File: src/rtl/xy_pair_detect.sv
`default_nettype none
// +--------------------------------------------------------------------------+
// | xy_pair_detect                                                           |
// | I/Q detector: windowed accumulation of adc*cos / adc*sin, scaled,        |
// | saturated to 18 bits and emitted as an interleaved X/Y pair stream.      |
// | Revision: 1.0                                                            |
// +--------------------------------------------------------------------------+
module xy_pair_detect #(
    parameter int ACC_W = 48,
    parameter int SHIFT = 16
) (
    input  logic               clk,
    input  logic               rst,
    input  logic signed [15:0] adc,
    input  logic signed [15:0] lo_cos,
    input  logic signed [15:0] lo_sin,
    input  logic               in_valid,
    input  logic [11:0]        win_len,
    output logic signed [17:0] out_d,
    output logic               out_strobe
);

    localparam logic [1:0] ST_IDLE   = 2'd0;
    localparam logic [1:0] ST_EMIT_X = 2'd1;
    localparam logic [1:0] ST_EMIT_Y = 2'd2;

    localparam logic signed [17:0] C_SAT_POS = 18'sh1FFFF;
    localparam logic signed [17:0] C_SAT_NEG = 18'sh20000;

    logic [11:0]              r_cnt;
    logic [11:0]              r_wl;
    logic [11:0]              w_wl_now;
    logic                     w_last_now;
    logic signed [31:0]       r_pc;
    logic signed [31:0]       r_ps;
    logic                     r_v1;
    logic                     r_l1;
    logic signed [ACC_W-1:0]  w_pc_ext;
    logic signed [ACC_W-1:0]  w_ps_ext;
    logic signed [ACC_W-1:0]  r_acc_x;
    logic signed [ACC_W-1:0]  r_acc_y;
    logic signed [ACC_W-1:0]  r_dump_x;
    logic signed [ACC_W-1:0]  r_dump_y;
    logic                     r_dump_go;
    logic signed [17:0]       w_sat_x;
    logic signed [17:0]       w_sat_y;
    logic [1:0]               r_state;

    // The first sample of a window sees win_len directly; later samples use the latched copy.
    always_comb begin
        w_wl_now = r_wl;
        if (r_cnt == 12'd0) begin
            w_wl_now = (win_len < 12'd2) ? 12'd2 : win_len;
        end
        w_last_now = (r_cnt == (w_wl_now - 12'd1));
    end

    always_ff @(posedge clk) begin
        if (rst) begin
            r_cnt <= '0;
            r_wl  <= 12'd2;
            r_pc  <= '0;
            r_ps  <= '0;
            r_v1  <= 1'b0;
            r_l1  <= 1'b0;
        end else begin
            r_v1 <= in_valid;
            r_l1 <= in_valid & w_last_now;
            if (in_valid) begin
                r_pc <= adc * lo_cos;
                r_ps <= adc * lo_sin;
                if (r_cnt == 12'd0) begin
                    r_wl <= w_wl_now;
                end
                r_cnt <= w_last_now ? 12'd0 : r_cnt + 12'd1;
            end
        end
    end

    assign w_pc_ext = {{(ACC_W-32){r_pc[31]}}, r_pc};
    assign w_ps_ext = {{(ACC_W-32){r_ps[31]}}, r_ps};

    always_ff @(posedge clk) begin
        if (rst) begin
            r_acc_x   <= '0;
            r_acc_y   <= '0;
            r_dump_x  <= '0;
            r_dump_y  <= '0;
            r_dump_go <= 1'b0;
        end else begin
            r_dump_go <= r_v1 & r_l1;
            if (r_v1) begin
                if (r_l1) begin
                    r_dump_x <= r_acc_x + w_pc_ext;
                    r_dump_y <= r_acc_y + w_ps_ext;
                    r_acc_x  <= '0;
                    r_acc_y  <= '0;
                end else begin
                    r_acc_x  <= r_acc_x + w_pc_ext;
                    r_acc_y  <= r_acc_y + w_ps_ext;
                end
            end
        end
    end

    function automatic logic signed [17:0] sat18(input logic signed [ACC_W-1:0] d);
        logic signed [ACC_W-1:0] sx;
        sx = d >>> SHIFT;
        if ((&sx[ACC_W-1:17]) || !(|sx[ACC_W-1:17])) begin
            return sx[17:0];
        end
        return d[ACC_W-1] ? C_SAT_NEG : C_SAT_POS;
    endfunction

    assign w_sat_x = sat18(r_dump_x);
    assign w_sat_y = sat18(r_dump_y);

    // Dumps are at least two cycles apart, so dump_y is still intact when Y is captured.
    always_ff @(posedge clk) begin
        if (rst) begin
            r_state    <= ST_IDLE;
            out_d      <= '0;
            out_strobe <= 1'b0;
        end else begin
            case (r_state)
                ST_EMIT_X: begin
                    r_state    <= ST_EMIT_Y;
                    out_d      <= w_sat_y;
                    out_strobe <= 1'b0;
                end
                default: begin
                    if (r_dump_go) begin
                        r_state    <= ST_EMIT_X;
                        out_d      <= w_sat_x;
                        out_strobe <= 1'b1;
                    end else begin
                        r_state    <= ST_IDLE;
                        out_d      <= '0;
                        out_strobe <= 1'b0;
                    end
                end
            endcase
        end
    end

endmodule
`default_nettype wire

File: config.mk
export PLATFORM = sky130hd
export DESIGN_NAME = xy_pair_detect
export DESIGN_NICKNAME = d
export VERILOG_FILES = /design/src/rtl/xy_pair_detect.sv
export SDC_FILE = /design/constraint.sdc
export NUM_CORES = 2
export LEC_CHECK = 0
export ABC_AREA = 1
export CELL_PAD_IN_SITES_DETAIL_PLACEMENT = 1
export CELL_PAD_IN_SITES_GLOBAL_PLACEMENT = 2
export CORE_MARGIN = 1
export CORE_UTILIZATION = 38
export DETAILED_ROUTE_END_ITERATION = 6
export PLACE_DENSITY = 0.84
export SETUP_SLACK_MARGIN = 0.3
export SLEW_MARGIN = 0
export SYNTH_ARGS = -nofsm -noshare
export SYNTH_HDL_FRONTEND = slang
export SYNTH_SLANG_ARGS = --single-unit
File: constraint.sdc
create_clock -name clk -period 8.1 [get_ports clk]
set_input_delay 1.62 -clock clk [delete_from_list [all_inputs] [get_ports clk]]
set_output_delay 1.62 -clock clk [all_outputs]
set_load 0.03 [all_outputs]
=== After elaboration in Yosys (flattened, before gate mapping) ===
Index checks and enable logic that the tools add are counted.

* Flip-flop bits (word level): 304
* Latch bits: 0
* RAM bits: 0
* Bits in read-only memories: 0
* Input bits: 63
* Output and inout port bits: 19
* Memories: 0

* Add/subtract/negate cells: 4
* Multiply operators: 2
* Div/mod/pow operators: 0
* $lt $le $gt $ge: 1
* Eq/ne operators: 2
* Shift-type cells: 0
* Mux-type cells: 18
* Bitwise gates (word level): 2
* Reduce and logical (&&, ||, !) cells: 12

{| class="wikitable"
|+ Operators by type and width
! cell !! number
|-
| 18-bit two-way mux || 8
|-
| 48-bit by 32-bit adder with 48-bit output || 2
|-
| 48-bit two-way mux || 2
|-
| 16-bit by 16-bit multiplier with 32-bit output || 2
|-
| 12-bit two-way mux || 3
|-
| 15-bit AND reduction || 2
|-
| 15-bit OR reduction || 2
|-
| 12-bit by 1-bit adder with 12-bit output (second input constant) || 1
|-
| 12-bit equality test || 1
|-
| 12-bit zero test || 1
|-
| 12-bit by 2-bit less-than comparator with 1-bit output (second input constant) || 1
|-
| 12-bit by 1-bit subtractor with 12-bit output (second input constant) || 1
|-
| 1-bit two-way mux || 4
|-
| 2-bit AND reduction || 2
|-
| 1-bit AND || 2
|-
| 2-bit by 1-bit equality test with 1-bit output (second input constant) || 1
|-
| 1-bit zero test || 2
|-
| 1-bit logical OR || 2
|-
| 2-bit two-way mux || 1
|-
| 2-bit OR reduction || 1
|}

=== Longest topological paths before layout ===
* Depth in word-level cells: 7
* Gate-level depth with buffers: 30

=== Worst setup path after synthesis ===
Ideal clock, no wire load.

* Path kind: input-to-reg
* Start point: input port lo_sin[5]
* End point: register r_ps[29]
* Data arrival time: 6.984 ns
* Data required time: 7.985 ns
* Slack: 1.000 ns
* Stages on the path: 24
* Buffers on the path: 2
* Cells stage by stage: clkbuf_1 clkbuf_1 nand2_1 fa_1 inv_1 fa_1 inv_1 fa_1 fa_1 fa_1 fa_1 inv_1 ha_1 nand2_1 nor2_1 and2_1 nand4_1 nand3_1 a21o_1 nand3_1 nand2_1 xor2_1 o21ai_0 inv_1

* Cells in the longest elaborated chain, start to end: 1

{| class="wikitable"
|+ Ends and longest elaborated chain
! item !! RTL line !! source
|-
| start, declared || 16 || <nowiki>input logic signed [15:0] lo_sin,</nowiki>
|-
| 16-bit by 16-bit multiplier with 32-bit output || 71 || <nowiki>r_ps <= adc * lo_sin;</nowiki>
|-
| end signal, assigned || 71 ||
|-
| end, declared || 35 || <nowiki>logic signed [31:0] r_ps;</nowiki>
|}

No other way between the ends.
A chain may end at the register's enable or synchronous reset.

=== Worst setup path in the final report ===
* Start point: input port adc[15]
* End point: register r_ps[30]

* Cells in the longest elaborated chain, start to end: 1

{| class="wikitable"
|+ Ends and longest elaborated chain
! item !! RTL line !! source
|-
| start, declared || 14 || <nowiki>input logic signed [15:0] adc,</nowiki>
|-
| 16-bit by 16-bit multiplier with 32-bit output || 71 ||
|}

No other way between the ends.

==> flow_summary.ini <==
[worst_setup_path]
slowest_delay_ns = 0.70
cp_cell_sequence = clkdlybuf4s50_1 -> buf_4 -> nand2_1 -> inv_1 -> fa_1 -> fa_1 -> inv_1 -> fa_1 -> inv_1 -> fa_1 -> inv_1 -> fa_1 -> inv_1 -> fa_1 -> ha_1 -> inv_1 -> nor3_1 -> nand4_1 -> o2111a_1 -> nand3_1 -> nand3_1 -> o211ai_1 -> inv_1
critPathTopFamily = adder cells
worstSetupPathDepth = 23
r2r_slack_ns = 4.79
cp-start-kind = input port
critPathMostFrequentCell = inv_1
cp_max_fo = 11
cp.required_ns = 8.58
worst_ep_arrival_time_ns = 7.79
slowest_stage = fa_1
cp_num_buf_inv = 9
r2r-start = r_ps[31]
r2r-end = r_acc_y[44]
worstSetupEndpoint = r_ps[30]
rr_worst_depth = 10
end_kind = flop
crit_start = adc[15]
crit_type = in -> reg

[clock_tree]
cts_tree = done
ctsHoldBuffers = 0
cts_max_level = 1
cts_sinks = 271
root_buffer = clkbuf_16
ctsResizeCount = 0
clk_path_buf_depth = 3
clkTransAtPathRegs_ns = 0.07
cts_buffers = 29
cts_setup_buffers = 0
clock_latency_ns = 0.59

[drt]
vias_per_cell = 5.01
initialDrtViolationCount = 1443
wl_um = 116000
vias = 32600
dr.pass1.iters = 7
wl_per_cell_um = 17.8
drc = 4
postRouteAntennaNets = 0

[min_path]
hp-class = reg -> reg
whs_path_depth = 2

[timing]
setup_tns_ns = 0
finalClockSkew_ns = 0.0174
grt_setup_unrepaired = no
max_freq_mhz = 137
setup_violations = 0
post-route-period-util_pct = 90.3
maxSlewViolCount = 0
hold-worst-slack_ns = 0.468
finalCriticalPeriod_ns = 7.32
hold_violations = 0
worst_pin_slew_ns = 0.976
relSlewSlack_pct = 34.9

[logic_synthesis]
synth_area_sq_um = 37400
synth_nets = 6039
synthFlopType = dfxtp_1
ys_warn_count = 0
postSynthAreaPerCell_sq_um = 7.20
ys_seq_elements = 271
seq_area_frac_synth_pct = 14.5
async_flop_share_pct = 0
synthDistinctLibCells = 55
synthCells = 5189
synth_edf_count = 0

[global_route]
grt_usage_pct = 23.5
grt_pass1_wl_um = 188000
grt_pass1_vias = 34900
overflow = 0
grt_max_degree = 74
antenna_found_initial = 1

[floorplan]
core_sq_um = 97000
fp-row-count = 114
initial_core_util_pct = 38.5
die_w_um = 316
design.die.area_sq_um = 99500
die_y_um = 316
ios = 82

[placement]
place_inst = 6454
post-dp-hpwl_um = 94500
gp_congestion = 0.898
io_buffers = 81

[finish]
final_cells = 6508
layout.nets = 6059
final_common_cell = inv_1
drive_gt1_share_pct = 4.51
area_growth_pct = 9.42
seqCellArea_sq_um = 5430
layout_common_cells = inv_1 (1162), nand2_1 (1142), fa_1 (526)
multiInputGateArea_sq_um = 26800
nFillCells = 12400
antenna_cells = 0

[run_status]
status = finished with violations
violations = design-rule violations

[flow_run]
max-cap-violations = 0
[routing by layer]
layer  share of wire, %  vias to the layer above  track usage [%]
met3                3.2                       86             1.58
met2                 46                      450             39.2
met1                 50                    16200             33.8
met5             0.0095                        -                0
li1                   -                    15800                -
met4                1.4                        2             3.83
[cells in the mapped netlist (all sizes together), types with 7 or more instances]
master,instances,share of area [%]
a21oi,338,4.5
ha,261,8.7
nand4,33,0.55
xor2,68,1.6
o22ai,18,0.30
nand3,175,2.4
xnor2,38,0.89
o21ai,227,3.0
fa,526,28
nor3,35,0.48
nand3b,12,0.24
buf,16,0.19
nor4,18,0.30
inv,1174,12
nand2,1153,12
dfxtp,271,15
a31o,7,0.16
a21o,28,0.56
a21boi,8,0.16
o21bai,25,0.50
nor2,431,4.5
clkbuf,176,1.8
or2,33,0.55
a211oi,10,0.20
o211ai,40,0.80
a31oi,27,0.45
o21a,8,0.16
o31ai,7,0.14
[worst min-delay path, stage by stage, from the launching register on]
cell and delay [ns]:
dfxtp_1 0.30, inv_1 0.06, a211oi_1 0.06
[registers in the layout, summed over array words and instances (netlist names)]
register   cells
r_dump_x      32
r_ps          32
r_acc_y       48
r_pc          32
r_dump_y      32
r_v1           1
out_d         18
r_cnt         12
r_dump_go      1
r_acc_x       48
r_l1           1
r_wl          12
r_state        2
[cells by family after synthesis]
kind of cell | synth area share (%)
DFF | 14.5
and+or+nand+nor | 21.0
buffers and inverters | 13.8
xor gates and xnor gates | 2.49
AOI/OAI and AO/OA | 11.3
adders and majority gates | 36.9
[through the flow]
step	area (sq um)	worst slack, ns	util, %
2_1_floorplan	37400	1.00	-
3_3_place_gp	39900	0.221	41.2
3_5_place_dp	39900	0.148	41.2
4_1_cts	40900	0.779	42.1
5_1_grt	40900	0.326	42.1
6_report	40900	0.783	42.1
[final cells by class]
| class | instances | area share (%) |
|---|---|---|
| multi-input cells | 3549 | 65.5 |
| flip-flops and latches | 271 | 13.3 |
| inverters | 1177 | 10.8 |
| repair buffers | 181 | 4.18 |
| well taps | 1276 | 3.91 |
| clock buffers | 36 | 1.91 |
| clock inverters | 18 | 0.377 |
[worst min path at each step]
stage | to | slack, ns | start
final | r_wl[11] | 0.47 | r_wl[11]
after detailed placement | r_wl[3] | 0.46 | r_wl[3]
after global placement | r_wl[3] | 0.46 | r_wl[3]
after CTS | r_wl[3] | 0.47 | r_wl[3]
after floorplan | r_wl[10] | 0.44 | r_wl[10]
after global routing | r_acc_x[15] | 0.48 | r_acc_x[15]
Power is left out: the tool's default activity adds up to more than one toggle a clock period on the data nets, which glitch-free logic cannot reach.
